File: src/rtl/mem_port_arbiter.sv
// mem_port_arbiter
//   Shares the single-port unified instruction/data memory between the CPU
//   memory interface (c_*) and the DMA/boot-loader port (d_*), one transaction
//   at a time. Each transaction is IDLE -> ACCESS -> WAIT (MEM_LAT cycles) ->
//   RESP. In RESP the owner gets a one-cycle ack with registered read data.
//
//   Build option: define ARB_ROUND_ROBIN_EN to alternate grants on a tie
//   (the first tie after reset goes to the CPU). When it is undefined, the CPU
//   always wins a tie.
//
// Ports
//   clk, rst_n                      clock (rising edge), async active-low reset
//   c_req/c_we/c_addr/c_wdata       CPU request, held stable until c_ack
//   c_ack, c_rdata                  CPU completion pulse and read data
//   d_req/d_we/d_addr/d_wdata       DMA request, same rules as CPU
//   d_ack, d_rdata                  DMA completion pulse and read data
//   m_en/m_we/m_addr/m_wdata        memory strobe, write enable, address, data
//   m_rdata                         memory read data, valid MEM_LAT cycles after m_en
//   busy                            arbiter not idle
//   gnt_id                          owner of current transaction (0=CPU, 1=DMA)
module mem_port_arbiter #(
    parameter int unsigned AW      = 32,
    parameter int unsigned DW      = 32,
    parameter int unsigned MEM_LAT = 1
) (
    input  logic          clk,
    input  logic          rst_n,
    input  logic          c_req,
    input  logic          c_we,
    input  logic [AW-1:0] c_addr,
    input  logic [DW-1:0] c_wdata,
    output logic          c_ack,
    output logic [DW-1:0] c_rdata,
    input  logic          d_req,
    input  logic          d_we,
    input  logic [AW-1:0] d_addr,
    input  logic [DW-1:0] d_wdata,
    output logic          d_ack,
    output logic [DW-1:0] d_rdata,
    output logic          m_en,
    output logic          m_we,
    output logic [AW-1:0] m_addr,
    output logic [DW-1:0] m_wdata,
    input  logic [DW-1:0] m_rdata,
    output logic          busy,
    output logic          gnt_id
);

    localparam int unsigned LCW = 4;

    // Latency counter is 4 bits wide, so only 1..15 can be represented.
    if (MEM_LAT < 1 || MEM_LAT > 15) begin : g_lat_range
        $error("mem_port_arbiter: MEM_LAT must be within 1..15");
    end

    typedef enum logic [1:0] {
        S_IDLE,
        S_ACCESS,
        S_WAIT,
        S_RESP
    } state_t;

    state_t         state;
    logic [LCW-1:0] lat_cnt;
    logic           win_dma;

`ifdef ARB_ROUND_ROBIN_EN
    logic last_gnt;

    // On a tie the port that was not granted last wins; a lone requester always wins.
    assign win_dma = d_req & (~c_req | ~last_gnt);

    // Remember the owner of each transaction as it enters ACCESS.
    always_ff @(posedge clk or negedge rst_n) begin
        if (!rst_n) begin
            last_gnt <= 1'b1;
        end else if (state == S_IDLE && (c_req || d_req)) begin
            last_gnt <= win_dma;
        end
    end
`else
    // Fixed priority: the CPU wins any tie.
    assign win_dma = d_req & ~c_req;
`endif

    // Transaction sequencer. The m_* registers hold the latched request for the
    // single ACCESS cycle only and are zero otherwise; ack/rdata are one-cycle.
    always_ff @(posedge clk or negedge rst_n) begin
        if (!rst_n) begin
            state   <= S_IDLE;
            lat_cnt <= '0;
            gnt_id  <= 1'b0;
            busy    <= 1'b0;
            m_en    <= 1'b0;
            m_we    <= 1'b0;
            m_addr  <= '0;
            m_wdata <= '0;
            c_ack   <= 1'b0;
            d_ack   <= 1'b0;
            c_rdata <= '0;
            d_rdata <= '0;
        end else begin
            m_en    <= 1'b0;
            m_we    <= 1'b0;
            m_addr  <= '0;
            m_wdata <= '0;
            c_ack   <= 1'b0;
            d_ack   <= 1'b0;
            c_rdata <= '0;
            d_rdata <= '0;

            case (state)
                S_IDLE: begin
                    if (c_req || d_req) begin
                        state   <= S_ACCESS;
                        busy    <= 1'b1;
                        gnt_id  <= win_dma;
                        lat_cnt <= LCW'(MEM_LAT);
                        m_en    <= 1'b1;
                        m_we    <= win_dma ? d_we    : c_we;
                        m_addr  <= win_dma ? d_addr  : c_addr;
                        m_wdata <= win_dma ? d_wdata : c_wdata;
                    end
                end

                S_ACCESS: begin
                    state <= S_WAIT;
                end

                S_WAIT: begin
                    lat_cnt <= lat_cnt - LCW'(1);
                    // The owner's rdata register doubles as the captured read data.
                    if (lat_cnt == LCW'(1)) begin
                        state <= S_RESP;
                        c_ack <= ~gnt_id;
                        d_ack <= gnt_id;
                        if (gnt_id) begin
                            d_rdata <= m_rdata;
                        end else begin
                            c_rdata <= m_rdata;
                        end
                    end
                end

                S_RESP: begin
                    state <= S_IDLE;
                    busy  <= 1'b0;
                end

                default: begin
                    state <= S_IDLE;
                    busy  <= 1'b0;
                end
            endcase
        end
    end

endmodule

File: config.mk
export PLATFORM = sky130hd
export DESIGN_NAME = mem_port_arbiter
export DESIGN_NICKNAME = d
export VERILOG_FILES = /design/src/rtl/mem_port_arbiter.sv
export SDC_FILE = /design/constraint.sdc
export NUM_CORES = 1
export LEC_CHECK = 0
export ABC_AREA = 0
export CORE_UTILIZATION = 37
export CTS_CLUSTER_DIAMETER = 30
export CTS_CLUSTER_SIZE = 14
export DETAILED_ROUTE_END_ITERATION = 10
export GPL_ROUTABILITY_DRIVEN = 0
export PLACE_DENSITY = 0.8
export SLEW_MARGIN = 0
export SYNTH_ARGS = -nofsm -noshare
export SYNTH_HDL_FRONTEND = slang
export SYNTH_SLANG_ARGS = --single-unit
File: constraint.sdc
create_clock -name clk -period 1.89 [get_ports clk]
set_input_delay 0.189 -clock clk [delete_from_list [all_inputs] [get_ports clk]]
set_output_delay 0.189 -clock clk [all_outputs]
set_load 0.02 [all_outputs]
Word level (Yosys, flattened, before mapping)
Index checks and enable logic that the tools add are counted.

word-level totals
  register bits = 140
  input port bits = 166
  output and inout port bits = 134

cells by class
  add/sub/neg operators = 1
  eq/ne operators = 6
  multiplexer cells = 28
  bitwise operators = 3
  reduce and logical (&&, ||, !) cells = 8

operator list
  kind                   number
  $mux W32               12
  $mux W1                10
  $pmux W2 S4            1
  $pmux W4 S2            1
  $reduce_and A2 Y1      4
  $eq A2 B2 Y1 const B   2
  $eq A4 B1 Y1 const B   1
  $mux W2                2
  $mux W4                1
  $ne A2 B2 Y1 const B   2
  $reduce_bool A2 Y1     2
  $sub A4 B1 Y4 const B  1
  $eq A2 B1 Y1 const B   1
  $logic_not A2 Y1       1
  $not A1 Y1             2
  $pmux W1 S2            1
  $and A1 B1 Y1          1
  $logic_or A1 B1 Y1     1

Longest topological paths before layout
  depth after elaboration = 5
  gate-level depth with buffers = 7
  depth with buffers taken out = 5

Worst setup path before layout
Ideal clock, no wire load.

  path kind = reg-to-reg
  start point = register state[0]
  end point = register state[1]
  arrival time = 1.450 ns
  required time = 1.762 ns
  slack = 0.312 ns
  cell stages (with the launch flop) = 6
  path buffers = 0
  clock period less this slack = 1.578 ns
  cells stage by stage = dfrtp_1 inv_1 ha_1 or3b_4 o21ai_2 mux2_1

on the way
  word-level cells in the longest chain between the ends = 3
  elaborated cells between the ends (all ways) = 8
  those cells by class = eq/ne (5); mux (1); reduce/logical (2)

ends and longest elaborated chain
  element                                           line  RTL
  from (decl)                                       63    state_t state;
  from (signal assigned)                            90    state <= S_IDLE;
  from (signal assigned)                            115   state <= S_ACCESS;
  from (signal assigned)                            127   state <= S_WAIT;
  $eq A2 B2 Y1 or $logic_not A2 Y1 (tied branches)  112   case (state)
  $ne A2 B2 Y1 (no source line)                     n/a
  $reduce_and A2 Y1 (no source line)                n/a

Several ways; a longest one is shown, not always the timed one.
A chain may end at the register's enable or synchronous reset.

Final worst setup path
Ends and elaborated chain as after synthesis.

==> impl_results.html <==
<table>
<tr><th>Metric</th><th>Value</th></tr>
<tr><th colspan="2">Outcome</th></tr>
<tr><td>Run status</td><td>finished clean</td></tr>
<tr><th colspan="2">Layout</th></tr>
<tr><td>Net count reported at finish</td><td>806</td></tr>
<tr><td>Count of fill cells added during filler insertion</td><td>920</td></tr>
<tr><td>Area of all placed cells without fillers</td><td>8700 um2</td></tr>
<tr><td>Area used by multi-input combinational logic</td><td>1250 um2</td></tr>
<tr><td>Area Overhead vs Synth</td><td>76.4%</td></tr>
<tr><td>Storage cell area</td><td>3500 um2</td></tr>
<tr><td>Proportion of layout cells with a drive suffix above 1</td><td>6.98%</td></tr>
<tr><td>Antenna diode count</td><td>0</td></tr>
<tr><th colspan="2">STA</th></tr>
<tr><td>Unrepaired setup endpoints after global routing</td><td>no</td></tr>
<tr><td>Final clock skew</td><td>0.00558 ns</td></tr>
<tr><td>Setup TNS</td><td>0 ns</td></tr>
<tr><td>Min cycle time layout</td><td>1.71 ns</td></tr>
<tr><td>Number of setup violations in the final report</td><td>0</td></tr>
<tr><td>Count of final max-slew check failures</td><td>0</td></tr>
<tr><td>Final hold violation count</td><td>0</td></tr>
<tr><td>Transition time at the pin with the least slew margin</td><td>0.344 ns</td></tr>
<tr><td>Post-route fraction of the period consumed by the critical path</td><td>90.6%</td></tr>
<tr><td>Maximum operating frequency</td><td>584 MHz</td></tr>
<tr><td>Max-Slew Margin vs Limit</td><td>77.1%</td></tr>
<tr><th colspan="2">Detailed routing</th></tr>
<tr><td>Detailed Route Iter0 Violations</td><td>244</td></tr>
<tr><td>Average wire length per cell after detail routing</td><td>17.6 um</td></tr>
<tr><td>Final wirelength</td><td>14300 um</td></tr>
<tr><td>Total number of vias</td><td>3798</td></tr>
<tr><td>Routed Antenna Nets</td><td>0</td></tr>
<tr><td>Total DRC errors in the routed layout</td><td>0</td></tr>
<tr><td>Number of detailed-route iterations in the first pass</td><td>5</td></tr>
<tr><td>Post-detailed-route via-to-cell ratio</td><td>4.65</td></tr>
<tr><th colspan="2">Setup path</th></tr>
<tr><td>Crit. End Element</td><td>register</td></tr>
<tr><td>Data arrival time of the worst path</td><td>2.00 ns</td></tr>
<tr><td>Worst EP required</td><td>2.18 ns</td></tr>
<tr><td>Critical path fanouts, max</td><td>6</td></tr>
<tr><td>Critical Setup Path Class</td><td>register to register</td></tr>
<tr><td>Startpoint class of the critical path</td><td>register</td></tr>
<tr><th colspan="2">Yosys</th></tr>
<tr><td>Synth Area in Compound Gates</td><td>12.8%</td></tr>
<tr><td>Most area-hungry cell type in the Yosys netlist</td><td>sky130_fd_sc_hd__dfrtp_1</td></tr>
<tr><td>Mean Syn Cell Area</td><td>14.9 um2</td></tr>
<tr><td>Total nets after synthesis</td><td>502</td></tr>
<tr><td>Flip-flop and latch count after synthesis</td><td>140</td></tr>
<tr><td>Share of synthesized flip-flops with an asynchronous set or reset</td><td>100%</td></tr>
<tr><td>Post-synthesis cell count</td><td>331</td></tr>
<tr><td>Post-Synth Adder-Cell Area</td><td>1.27%</td></tr>
<tr><td>Number of flops mapped to enable cells by yosys</td><td>0</td></tr>
<tr><td>Simple-gate portion of the synthesized area</td><td>10.6%</td></tr>
<tr><td>Share of the yosys chip area belonging to registers</td><td>71.0%</td></tr>
<tr><td>Multiplexer share of the synthesized area</td><td>0.457%</td></tr>
<tr><td>Distinct cells, synth</td><td>24</td></tr>
<tr><td>Post-synthesis cell area</td><td>4930 um2</td></tr>
<tr><td>Area share of the largest cell type after synthesis</td><td>71.0%</td></tr>
<tr><td>Dominant combinational cell family by area after synthesis</td><td>compound AO/OA/AOI/OAI gates</td></tr>
<tr><td>Synthesized-area fraction occupied by xor and xnor cells</td><td>0%</td></tr>
<tr><td>Top area cells in the synthesized netlist</td><td>sky130_fd_sc_hd__dfrtp_1, sky130_fd_sc_hd__a22o_1, sky130_fd_sc_hd__and2_1, sky130_fd_sc_hd__buf_4, sky130_fd_sc_hd__buf_6</td></tr>
<tr><td>Warnings from Yosys</td><td>0</td></tr>
<tr><td>Top FF cell, synth</td><td>sky130_fd_sc_hd__dfrtp_1</td></tr>
<tr><th colspan="2">Clocking</th></tr>
<tr><td>Clock Sinks</td><td>140</td></tr>
<tr><td>Total CTS buffers</td><td>17</td></tr>
<tr><td>CTS-repair resized insts</td><td>0</td></tr>
<tr><td>Clock root buffer</td><td>sky130_fd_sc_hd__clkbuf_16</td></tr>
<tr><td>CTS tree</td><td>yes</td></tr>
<tr><td>Reg clk slew, reported paths</td><td>0.06 ns</td></tr>
<tr><td>Longest Clk Path Bufs</td><td>2</td></tr>
<tr><td>Count of H-tree levels built during CTS</td><td>4</td></tr>
<tr><td>Clk_lat worst skew</td><td>0.41 ns</td></tr>
<tr><th colspan="2">Min path</th></tr>
<tr><td>Class of the tightest hold or removal check</td><td>primary input to async pin</td></tr>
<tr><th colspan="2">Placed design</th></tr>
<tr><td>Cell area after placement</td><td>8080 um2</td></tr>
<tr><td>DPL Wire Length</td><td>10600 um</td></tr>
<tr><td>Port Buffers</td><td>299</td></tr>
<tr><th colspan="2">Power</th></tr>
<tr><td>Max IR drop VDD</td><td>661 uV</td></tr>
<tr><td>Total power per unit cell area</td><td>1210 nW/um2</td></tr>
<tr><td>Reported leakage power</td><td>3.91 nW</td></tr>
<tr><th colspan="2">Die</th></tr>
<tr><td>Die span in y</td><td>117 um</td></tr>
<tr><td>Horiz. Die Dim</td><td>117 um</td></tr>
<tr><td>I/O pin count</td><td>300</td></tr>
<tr><td>Initial core utilization</td><td>38.4%</td></tr>
<tr><td>Core Region</td><td>12800 um2</td></tr>
<tr><td>Number of placement rows</td><td>41</td></tr>
<tr><td>Total die area</td><td>13800 um2</td></tr>
<tr><th colspan="2">GRT</th></tr>
<tr><td>Tot GR Track Use</td><td>21.7%</td></tr>
<tr><td>Vias in the first global route</td><td>4111</td></tr>
<tr><td>Number of antenna violations at the first check in global routing</td><td>0</td></tr>
<tr><td>Global-route wire length before repair</td><td>22300 um</td></tr>
<tr><td>Overflow left after global routing</td><td>0</td></tr>
<tr><td>Largest net degree at the start of global routing</td><td>66</td></tr>
<tr><th colspan="2">Run</th></tr>
<tr><td>Number of violations of the max-capacitance limit</td><td>0</td></tr>
</table>
-- flip-flops by register name (all words and copies together), names as in the netlist, 2 cells and up --
| register | flops |
|---|---|
| c_rdata | 32 |
| d_rdata | 32 |
| m_addr | 32 |
| m_wdata | 32 |
| lat_cnt | 4 |
| state | 2 |
-- metrics by stage --
stage               instances  setup WS (ns)  hold WS, ns  total power, mW  utilization [%]
floorplan                 331          0.312       -0.107             5.47                -
global placement          787          0.162        0.104             7.07             63.0
detailed placement        787          0.131        0.105             7.18             63.0
CTS                       817          0.173        0.236             10.6             67.8
global route              817         0.0930        0.270             10.9             67.8
finish                    817          0.178        0.239             10.5             67.8
-- repair_timing --
action / 4_1_cts / 5_1_grt
setup buffers: 0 / 0
hold endpoints to repair: 66 / 0
hold buffers: 1 / 0
-- cells in the mapped netlist, types with 2 or more instances --
library cell,number
sky130_fd_sc_hd__a21oi_1,2
sky130_fd_sc_hd__and2_1,65
sky130_fd_sc_hd__buf_6,6
sky130_fd_sc_hd__o22ai_1,2
sky130_fd_sc_hd__a22o_1,65
sky130_fd_sc_hd__buf_4,10
sky130_fd_sc_hd__nand4b_1,2
sky130_fd_sc_hd__buf_2,3
sky130_fd_sc_hd__o21ai_0,2
sky130_fd_sc_hd__nor3b_2,2
sky130_fd_sc_hd__inv_1,6
sky130_fd_sc_hd__o211ai_1,2
sky130_fd_sc_hd__nand2_1,5
sky130_fd_sc_hd__ha_1,5
sky130_fd_sc_hd__dfrtp_1,140
sky130_fd_sc_hd__clkbuf_1,2
sky130_fd_sc_hd__and3_4,2
sky130_fd_sc_hd__nor2_1,4
-- area by class of cell --
cell class / instances / area share, %
Clock buffer: 22 / 5.68
Clock inverter: 7 / 1.29
Inverter: 6 / 0.259
Multi-Input combinational cell: 164 / 14.4
Sequential cell: 140 / 40.3
Tap cell: 172 / 2.47
Timing Repair Buffer: 306 / 35.6
-- per-layer routing --
layer | share of wire (%) | track usage, %
met2 | 54 | 39.3
met3 | 6.7 | 6.27
met4 | 1.4 | 8.04
met5 | 0 | 0
met1 | 38 | 23.9
-- critical path, cell delays in order (launching register included) --
cell and delay (ns):
sky130_fd_sc_hd__dfrtp_1 0.39, sky130_fd_sc_hd__inv_1 0.11, sky130_fd_sc_hd__ha_1 0.25, sky130_fd_sc_hd__or3b_4 0.43, sky130_fd_sc_hd__o21ai_2 0.09, sky130_fd_sc_hd__mux2_1 0.33
-- final timing paths --
kind | from | end | slack, ns | cells after the start
max in group asynchronous | rst_n | c_rdata[14]$_DFF_PN0_ | 1.00 | 3
min reg2reg | busy$_DFFE_PN0P_ | busy$_DFFE_PN0P_ | 0.56 | 2
max reg2reg | state[0]$_DFFE_PN0P_ | state[1]$_DFFE_PN0P_ | 0.18 | 5
min in group clk | m_rdata[27] | c_rdata[27]$_DFF_PN0_ | 0.36 | 2
max | state[0]$_DFFE_PN0P_ | state[1]$_DFFE_PN0P_ | 0.18 | 5
min | rst_n | m_addr[8]$_DFF_PN0_ | 0.24 | 2
-- power breakdown --
part	switching, mW	total [mW]	internal, mW	leakage [nW]
clock	1.15	3.37	2.22	0.300
combinational	1.65	3.35	1.69	1.70
sequential	0.224	3.78	3.55	1.91
total	3.03	10.5	7.47	3.91
-- cell usage in the layout, fill, tap and decap left out --
| cell | Yosys | final |
|---|---|---|
| sky130_fd_sc_hd__and2_1 | 65 | 64 |
| sky130_fd_sc_hd__buf_12 | 0 | 4 |
| sky130_fd_sc_hd__o211ai_1 | 2 | 2 |
| sky130_fd_sc_hd__or3b_4 | 1 | 1 |
| sky130_fd_sc_hd__dfrtp_1 | 140 | 140 |
| sky130_fd_sc_hd__mux2_1 | 1 | 1 |
| sky130_fd_sc_hd__clkdlybuf4s50_1 | 0 | 298 |
| sky130_fd_sc_hd__o21a_1 | 1 | 1 |
| sky130_fd_sc_hd__mux2_2 | 1 | 1 |
| sky130_fd_sc_hd__nor2_1 | 4 | 3 |
| sky130_fd_sc_hd__clkbuf_16 | 0 | 17 |
| sky130_fd_sc_hd__clkinvlp_4 | 0 | 1 |
| sky130_fd_sc_hd__nand2_1 | 5 | 5 |
| sky130_fd_sc_hd__clkbuf_8 | 0 | 5 |
| sky130_fd_sc_hd__clkinv_2 | 0 | 3 |
| sky130_fd_sc_hd__bufinv_16 | 0 | 3 |
| sky130_fd_sc_hd__dlygate4sd3_1 | 0 | 1 |
| sky130_fd_sc_hd__a21oi_1 | 2 | 2 |
| sky130_fd_sc_hd__buf_4 | 10 | 2 |
| sky130_fd_sc_hd__inv_1 | 6 | 6 |
| sky130_fd_sc_hd__o22ai_1 | 2 | 2 |
| sky130_fd_sc_hd__a22o_1 | 65 | 65 |
| sky130_fd_sc_hd__o21ai_2 | 1 | 1 |
| sky130_fd_sc_hd__and2_2 | 0 | 1 |
| sky130_fd_sc_hd__nor2_4 | 0 | 1 |
| sky130_fd_sc_hd__o21ai_0 | 2 | 2 |
| sky130_fd_sc_hd__and3_4 | 2 | 2 |
| sky130_fd_sc_hd__ha_1 | 5 | 5 |
| sky130_fd_sc_hd__nand4b_1 | 2 | 2 |
| sky130_fd_sc_hd__buf_6 | 6 | 1 |
| sky130_fd_sc_hd__nor3_1 | 1 | 1 |
| sky130_fd_sc_hd__nor3b_2 | 2 | 2 |
-- cells by family (layout without fill, tap and decap cells) --
family          Yosys count  count (layout)
fa+ha+maj                 5               5
mux                       2               2
flops                   140             140
buf+inv                  27             341
compound gates           75              75
simple gates             82              82
Note: power is estimated with default switching activity, not from simulation.
